File: src/rtl/snn_output_tally_if.sv
// Spike-result stream from the neuron stage into the output tally:
// one evaluated neuron per cycle plus an end-of-timestep strobe.
interface snn_output_tally_if #(
    parameter int unsigned ID_W = 10
);
    logic            spike_valid_i;
    logic            spike_i;
    logic [ID_W-1:0] neuron_id_i;
    logic            step_done_i;

    modport master (
        output spike_valid_i,
        output spike_i,
        output neuron_id_i,
        output step_done_i
    );

    modport slave (
        input spike_valid_i,
        input spike_i,
        input neuron_id_i,
        input step_done_i
    );
endinterface

File: src/rtl/snn_output_tally.sv
// Output-layer spike tally: counts spikes per output neuron over a programmed
// number of timesteps, then runs a sequential argmax to pick the class.
module snn_output_tally #(
    parameter int unsigned NUM_OUT = 10,
    parameter int unsigned ID_W    = 10,
    parameter int unsigned CNT_W   = 8,
    parameter int unsigned IDX_W   = 4
) (
    input  logic              wb_clk_i,
    input  logic              wb_rst_i,
    input  logic              start_i,
    input  logic [7:0]        num_steps_i,
    snn_output_tally_if.slave spk,
    output logic              busy_o,
    output logic              done_o,
    output logic [IDX_W-1:0]  class_o,
    output logic [CNT_W-1:0]  class_count_o,
    output logic              tie_o,
    input  logic [IDX_W-1:0]  rd_idx_i,
    output logic [CNT_W-1:0]  rd_count_o
);

    // Scan index is one bit wider so it can reach NUM_OUT even when NUM_OUT == 2^IDX_W.
    localparam int unsigned SCAN_W = IDX_W + 1;

    typedef enum logic [1:0] {
        IDLE   = 2'd0,
        ACCUM  = 2'd1,
        ARGMAX = 2'd2,
        DONE   = 2'd3
    } state_t;

    state_t              state;
    logic [CNT_W-1:0]    count [NUM_OUT];
    logic [7:0]          step_cnt;
    logic [7:0]          num_steps;
    logic [SCAN_W-1:0]   idx;
    logic [IDX_W-1:0]    best;
    logic [CNT_W-1:0]    best_cnt;
    logic                tie;
    logic [CNT_W-1:0]    scan_cnt;
    logic                hit;

    assign hit = spk.spike_valid_i & spk.spike_i;

    // Counter under inspection by the argmax scan.
    always_comb begin
        scan_cnt = '0;
        for (int unsigned i = 0; i < NUM_OUT; i++) begin
            if (idx == SCAN_W'(i)) scan_cnt = count[i];
        end
    end

    // Readback mux; out-of-range indices read as zero.
    always_comb begin
        rd_count_o = '0;
        for (int unsigned i = 0; i < NUM_OUT; i++) begin
            if (rd_idx_i == IDX_W'(i)) rd_count_o = count[i];
        end
    end

    always_ff @(posedge wb_clk_i) begin
        if (wb_rst_i) begin
            state         <= IDLE;
            step_cnt      <= '0;
            num_steps     <= '0;
            idx           <= '0;
            best          <= '0;
            best_cnt      <= '0;
            tie           <= 1'b0;
            busy_o        <= 1'b0;
            done_o        <= 1'b0;
            class_o       <= '0;
            class_count_o <= '0;
            tie_o         <= 1'b0;
            for (int unsigned i = 0; i < NUM_OUT; i++) count[i] <= '0;
        end else begin
            case (state)
                IDLE, DONE: begin
                    if (start_i) begin
                        for (int unsigned i = 0; i < NUM_OUT; i++) count[i] <= '0;
                        step_cnt      <= '0;
                        num_steps     <= num_steps_i;
                        idx           <= '0;
                        best          <= '0;
                        best_cnt      <= '0;
                        tie           <= 1'b0;
                        class_o       <= '0;
                        class_count_o <= '0;
                        tie_o         <= 1'b0;
                        busy_o        <= 1'b1;
                        done_o        <= 1'b0;
                        state         <= (num_steps_i == 8'd0) ? ARGMAX : ACCUM;
                    end
                end

                ACCUM: begin
                    // Ids outside the output layer never match and are dropped.
                    for (int unsigned i = 0; i < NUM_OUT; i++) begin
                        if (hit && spk.neuron_id_i == ID_W'(i) && count[i] != '1)
                            count[i] <= count[i] + CNT_W'(1);
                    end
                    if (spk.step_done_i) begin
                        step_cnt <= step_cnt + 8'd1;
                        if (8'(step_cnt + 8'd1) == num_steps) begin
                            idx      <= '0;
                            best     <= '0;
                            best_cnt <= '0;
                            tie      <= 1'b0;
                            state    <= ARGMAX;
                        end
                    end
                end

                ARGMAX: begin
                    if (idx == SCAN_W'(NUM_OUT)) begin
                        class_o       <= best;
                        class_count_o <= best_cnt;
                        tie_o         <= tie;
                        busy_o        <= 1'b0;
                        done_o        <= 1'b1;
                        state         <= DONE;
                    end else begin
                        // Strict '>' keeps the lowest index on equal counts.
                        if (scan_cnt > best_cnt) begin
                            best     <= idx[IDX_W-1:0];
                            best_cnt <= scan_cnt;
                            tie      <= 1'b0;
                        end else if (scan_cnt == best_cnt && idx != '0) begin
                            tie <= 1'b1;
                        end
                        idx <= idx + SCAN_W'(1);
                    end
                end

                default: state <= IDLE;
            endcase
        end
    end

endmodule

File: src/flat_wrapper.sv
// flat-port wrapper written by rule: the top's interface ports become plain ports
module snn_output_tally_flat 
#(
    parameter int unsigned NUM_OUT = 10,
    parameter int unsigned ID_W    = 10,
    parameter int unsigned CNT_W   = 8,
    parameter int unsigned IDX_W   = 4
)
  (wb_clk_i, wb_rst_i, start_i, num_steps_i, busy_o, done_o, class_o, class_count_o, tie_o, rd_idx_i, rd_count_o, spk_spike_valid_i, spk_spike_i, spk_neuron_id_i, spk_step_done_i);
  snn_output_tally_if #(.ID_W(ID_W)) spk_i ();
  input  logic wb_clk_i;
  input  logic wb_rst_i;
  input  logic start_i;
  input  logic [7:0] num_steps_i;
  output logic busy_o;
  output logic done_o;
  output logic [IDX_W-1:0] class_o;
  output logic [CNT_W-1:0] class_count_o;
  output logic tie_o;
  input  logic [IDX_W-1:0] rd_idx_i;
  output logic [CNT_W-1:0] rd_count_o;
  input wire logic [$bits(spk_i.spike_valid_i)-1:0] spk_spike_valid_i;
  input wire logic [$bits(spk_i.spike_i)-1:0] spk_spike_i;
  input wire logic [$bits(spk_i.neuron_id_i)-1:0] spk_neuron_id_i;
  input wire logic [$bits(spk_i.step_done_i)-1:0] spk_step_done_i;
  assign spk_i.spike_valid_i = spk_spike_valid_i;
  assign spk_i.spike_i = spk_spike_i;
  assign spk_i.neuron_id_i = spk_neuron_id_i;
  assign spk_i.step_done_i = spk_step_done_i;
  snn_output_tally #(.NUM_OUT(NUM_OUT), .ID_W(ID_W), .CNT_W(CNT_W), .IDX_W(IDX_W)) u_core (.wb_clk_i(wb_clk_i), .wb_rst_i(wb_rst_i), .start_i(start_i), .num_steps_i(num_steps_i), .spk(spk_i), .busy_o(busy_o), .done_o(done_o), .class_o(class_o), .class_count_o(class_count_o), .tie_o(tie_o), .rd_idx_i(rd_idx_i), .rd_count_o(rd_count_o));
endmodule
File: config.mk
export PLATFORM = sky130hd
export DESIGN_NAME = snn_output_tally_flat
export DESIGN_NICKNAME = d
export VERILOG_FILES = /design/src/rtl/snn_output_tally_if.sv /design/src/rtl/snn_output_tally.sv /design/src/flat_wrapper.sv
export SDC_FILE = /design/constraint.sdc
export NUM_CORES = 1
export LEC_CHECK = 0
export ABC_AREA = 1
export CORE_MARGIN = 2
export CORE_UTILIZATION = 50
export CTS_CLUSTER_SIZE = 8
export DETAILED_ROUTE_END_ITERATION = 7
export PLACE_DENSITY = 0.77
export REMOVE_ABC_BUFFERS = 1
export SETUP_SLACK_MARGIN = 0.2
export SYNTH_ARGS = -nofsm -noshare
export SYNTH_HDL_FRONTEND = slang
export SYNTH_SLANG_ARGS = --single-unit
File: constraint.sdc
create_clock -name wb_clk_i -period 7.6 [get_ports wb_clk_i]
set_input_delay 0.76 -clock wb_clk_i [delete_from_list [all_inputs] [get_ports wb_clk_i]]
set_output_delay 0.76 -clock wb_clk_i [all_outputs]
set_load 0.02 [all_outputs]
Word level (Yosys, flattened, before mapping). Memory sizes are Yosys's and may differ from the RTL's. Cells that the tools add are included.

Add/sub/neg operators: 12. Order comparisons: 1. Equality and inequality tests: 50. Multiplexer cells: 129. Bitwise logic cells: 21. Reductions and logical operators: 37.

Operator list (number): $mux W8 (47); $add A8 B1 Y8 const B (11); $ne A8 B8 Y1 const B (10); $mux W1 (56); $eq A10 B3 Y1 const B (4); $pmux W8 S2 (2); $mux W4 (6); $pmux W8 S3 (1); $logic_and A1 B1 Y1 (21); $eq A10 B2 Y1 const B (2); $eq A10 B4 Y1 const B (2); $eq A5 B3 Y1 const B (4); $mux W5 (4); $or A1 B1 Y1 (20); $eq A4 B3 Y1 const B (4); $eq A8 B8 Y1 (2); $eq A5 B4 Y1 const B (3); $pmux W5 S3 (1); $pmux W4 S3 (1); $eq A10 B1 Y1 const B (1); $eq A5 B2 Y1 const B (2); $logic_not A10 Y1 (1); $mux W2 (5); $reduce_and A5 Y1 (2); other kinds (26) (38).

Bits in registers: 51. Memory bits (writable): 80. Input port bits: 28. Output and inout port bits: 23. Word-level logic and storage cells: 263. Memories: 1.

Memories: u_core.count (depth 10, width 8, rd ports 10, clocked after Yosys merged registers in 0, wr ports 10, RTL line snn_output_tally.sv:34) `logic [CNT_W-1:0] count [NUM_OUT];`.

Longest topological paths before layout.
Depth after elaboration: 17. Depth in mapped cells: 27. Gate-level depth less buffers: 26.

Worst setup path after synthesis. OpenSTA, ideal clock, no wires.

Kind: register -> register. From: register u_core.idx[1]. To: register u_core.best_cnt[6]. Library setup time: 0.059 ns. Arrival time: 2.775 ns. Required time: 7.541 ns. Slack: 4.766 ns. Cell stages (with the launch flop): 23. Path buffers: 3. Clock period less this slack: 2.834 ns. Cells stage by stage: dfxtp_1 > inv_1 > ha_1 > nand2_1 > buf_2 > nor2_1 > inv_1 > clkbuf_1 > o21ai_0 > a21oi_1 > nor2_1 > ha_1 > nand2_1 > nor2_1 > nand2_1 > o211ai_1 > nand2_1 > nand2_1 > nand4_2 > nor2_2 > buf_4 > nand2_1 > nand2_1.

Cells in the longest elaborated chain, start to end: 14. Elaborated cells on any way between the ends: 28.

Ends and longest elaborated chain: start, declared (RTL line snn_output_tally.sv:37) `logic [SCAN_W-1:0] idx;`; start signal, assigned (RTL line snn_output_tally.sv:132) `idx <= idx + SCAN_W'(1);`; $logic_not A5 Y1 (RTL line snn_output_tally.sv:50) `if (idx == SCAN_W'(i)) scan_cnt = count[i];`; $mux W8 (10 in a row) (RTL line snn_output_tally.sv:50); $gt A8 B8 Y1 / $mux W8 (equally long branches) (RTL line snn_output_tally.sv:125) `if (scan_cnt > best_cnt) begin`; $ne A2 B1 Y1 (no line) / $mux W8 (equally long branches); $reduce_and A5 Y1 (no line) / $pmux W8 S3 (equally long branches); end signal, assigned (RTL line snn_output_tally.sv:127) `best_cnt <= scan_cnt;`; end, declared (RTL line snn_output_tally.sv:39) `logic [CNT_W-1:0] best_cnt;`.

Parallel ways exist; a longest one is shown, timed or not. The select of a mux whose other input is x is not followed. A chain may end at the register's enable or synchronous reset.

Worst setup path after layout.
From: input port rd_idx_i[1]. To: output port rd_count_o[6].

Cells in the longest elaborated chain, start to end: 11. Elaborated cells on any way between the ends: 20.

Ends and longest elaborated chain: start, declared (RTL line flat_wrapper.sv:20) `input logic [IDX_W-1:0] rd_idx_i;`; $logic_not A4 Y1 (RTL line snn_output_tally.sv:58) `if (rd_idx_i == IDX_W'(i)) rd_count_o = count[i];`; $mux W8 (9 in a row) (RTL line snn_output_tally.sv:58); $mux W8 * (RTL line snn_output_tally.sv:58); end, declared (RTL line flat_wrapper.sv:21) `output logic [CNT_W-1:0] rd_count_o;`.

Every way passes the cells marked *; elsewhere a longest branch is shown, timed or not.

==> impl_results.md <==
- Synth Register Bits: 131
- Post-layout min period: 4.33 ns
- Placement Cell Area: 8930 sq um
- DRC errors left: 0
- Routed vias/inst: 5.38
- Pwr per Cell Area: 275 nW/um^2
- Required time of the critical path: 6.84 ns
- Post-CTS setup buffers: 0
- Clock skew: 0.00727 ns
- Count of flip-flops with a built-in enable after synthesis: 80
- VDD IR max: 181 uV
- Area share of the largest cell type after synthesis: 0.292
- Clk slew on worst S/H paths: 0.06 ns
- H-tree Lvls: 4
- CP max stage cell: nor4_1
- Core area: 16000 sq um
- Die Y: 132 microns
- Drt first pass iters: 6
- Worst setup EP type: primary output
- Crit-path cells: clkdlybuf4s50_1 > inv_1 > nor4_1 > nand2_1 > o221ai_1 > nor2_1 > o2111a_1 > nand4_1 > clkdlybuf4s50_1
- Hpwl dp: 16.1 mm
- CP max FO: 8
- Initial antenna violation count: 0
- WS Path Type: input port to primary output
- Main area contributors after synthesis: edfxtp_1 29%, nand2_1 13%, dfxtp_1 12%
- Largest delay share family, worst path: buffers and inverters
- Largest net degree at the start of global routing: 32
- Initial Util: 0.514
- Routed Wire Length: 21.4 mm
- First-pass GRT wire length: 34.1 mm
- # setup viols final: 0
- Hold Path Depth: 2
- Starting DRT DRC Count: 892
- Post-cts resize count: 0
- Yosys top cell by area: edfxtp_1
- Reg2reg path depth: 24
- Post-CTS Hold Fix Bufs: 0
- Vias in the first global route: 6726
- Port Buffers: 50
- RePlAce Congestion: 1.03
- Via count: 7581
- CTS buffer count: 17
- Worst EP arrival: 3.57 ns
- Clk_lat worst skew: 0.43 ns
- Crit-path most repeated cell: clkdlybuf4s50_1
- Cell variety after synth: 46
- Ys Warns: 0
- Fin area: 9510 sq um
- Final Hold Fails: 0
- Final slew viol count: 0
- Max-cap violations: 0
- Post-synth ARST share: 0
- Clk buf depth: 2
- DR WL/cell: 15.2 microns
- Ant diodes: 0
- Clock Sinks: 131
- Reg2Reg Setup Slack: 3.75 ns
- CP max stage delay: 0.86 ns
- Hold Crit Class: flip-flop to flip-flop
- Die footprint: 17500 sq um
- Fin crit share: 0.569
- Ports: 51
- Die Width: 132 microns
- Nets: 1232
- Buf/Inv on CP: 3
- Post-Synthesis Cells: 1125
- Sequential-to-total area share from yosys stat: 0.416
- Area growth from synthesis to layout: 15.6%
- Ys flop type: edfxtp_1
- Total global-route track usage: 0.245
- Leak: 0.00383 uW
- Number of stages on the worst setup path: 9
- Slew margin rel.: 0.298
- Syn Area/Cell: 7.31 sq um
- Synthesized cell area: 8220 sq um
- RSZ-0062 raised after global routing: no
- Share of cells above drive strength 1: 0.0495
- Highest clock rate: 231 MHz
- Root Buffer: clkbuf_16
- Routed Antenna Nets: 0
- Worst Tran Pin Value: 1.04 ns
- Critical Path Source Type: input port
- Setup total negative slack: 0 ns
- Status: finished clean
- Remaining Overflow, GRT: 0
- FP Rows: 46
- TritonCTS clock tree: yes
-- cells in the final DEF, fill, tap and decap left out, types with 7 or more instances in the layout --
cell / instances
nand2_1: 290
inv_1: 179
nor2_1: 135
edfxtp_1: 80
nand3_1: 77
a21oi_1: 63
dfxtp_1: 51
clkdlybuf4s50_1: 50
o21ai_0: 37
nand4_1: 25
ha_1: 25
nor3_1: 23
xor2_1: 22
nor3b_1: 20
clkbuf_16: 19
or2_2: 11
o22ai_1: 11
nor4_1: 7
xnor2_1: 7
-- metal layers --
layer / vias up / wire [microns] / track usage
li1: 3796 / - / -
met1: 3417 / 9630 / 0.338
met2: 317 / 9690 / 0.387
met3: 51 / 1620 / 0.0538
met4: 0 / 501 / 0.0735
met5: - / 0 / 0
-- state kept, by name (all words and copies together), names as in the netlist --
name                  count
u_core.idx                5
u_core.tie_o              1
u_core.best_cnt           8
u_core.done_o             1
u_core.state              2
u_core.class_o            4
u_core.step_cnt           8
u_core.busy_o             1
u_core.best               4
u_core.tie                1
u_core.class_count_o      8
u_core.count             80
u_core.num_steps          8
-- synthesized netlist by cell type, types with 2 or more instances --
library cell    n
o22ai_1        11
nor4_1          7
clkbuf_1        7
nor3b_1        20
dfxtp_1        51
nand4_1        25
nor3_1         23
nor2_1        135
nor2_2          5
edfxtp_1       80
o21ai_0        37
xnor2_1         7
a211oi_1        3
buf_2           8
nand2_1       290
nand3_1        77
xnor3_1         2
or2_2          11
a21o_1          2
inv_1         179
o211ai_1        2
xor2_1         22
nor2_4          2
nand4_2         2
o2111ai_1       6
a21oi_1        63
o21ai_1         3
buf_4           2
o221ai_1        2
ha_1           25
-- cell type report --
type / instances / area, sq um
Timing Repair Buffer: 53 / 523
Clock inverter: 11 / 85.1
Clock buffer: 21 / 493
Inverter: 180 / 676
Tap cell: 216 / 270
Sequential cell: 131 / 3420
Fill cell: 1483 / 6490
Multi-Input combinational cell: 796 / 4040
-- where the power goes --
| part | switching (uW) | leakage, uW | internal, uW |
|---|---|---|---|
| Sequential | 134 | 0.00128 | 892 |
| Combinational | 539 | 0.00226 | 251 |
| Clock | 331 | 0.000290 | 470 |
-- stage by stage --
step | setup slack (ns) | total power (uW) | instances | utilization | hold WS [ns]
after CTS | 3.38 | 2610 | 1408 | 0.594 | 0.453
final | 3.27 | 2620 | 1408 | 0.594 | 0.450
after detailed placement | 3.39 | 1810 | 1376 | 0.558 | 0.442
after floorplan | 4.66 | 1530 | 1107 | - | 0.426
after global placement | 3.33 | 1800 | 1376 | 0.558 | 0.442
after global routing | 3.14 | 2760 | 1408 | 0.594 | 0.462
-- worst reg2reg max path, stage by stage (launching register included) --
cell,delay (ns)
dfxtp_1,0.36
inv_1,0.12
ha_1,0.18
nand3_1,0.43
o21ai_0,0.34
inv_1,0.06
nand2_1,0.07
nand2_1,0.05
nand2_1,0.09
nand2_1,0.09
nand2_1,0.07
nand2_1,0.06
a21oi_1,0.25
nor2_1,0.12
ha_1,0.31
nand2_1,0.06
nor2_1,0.13
nand2_1,0.07
o211ai_1,0.09
nand2_1,0.08
nand2_1,0.12
nand4_2,0.11
nor2_2,0.37
nand2_1,0.11
nand2_1,0.07
-- path summary, 6_finish.rpt --
kind / start / end
worst max-delay path: rd_idx_i[1] / rd_count_o[6]
worst min register to register: u_core.best[1] / u_core.best[1]
worst min-delay path: u_core.best[1] / u_core.best[1]
worst max register to register: u_core.idx[0] / u_core.best[2]
-- logic make-up after synthesis --
kind of cell	synth area share
simple gates	0.324
buf+inv	0.0927
compound gates	0.0927
flops	0.416
xor+xnor	0.0364
fa+ha+maj	0.0381
Note: power is estimated with default switching activity, not from simulation.
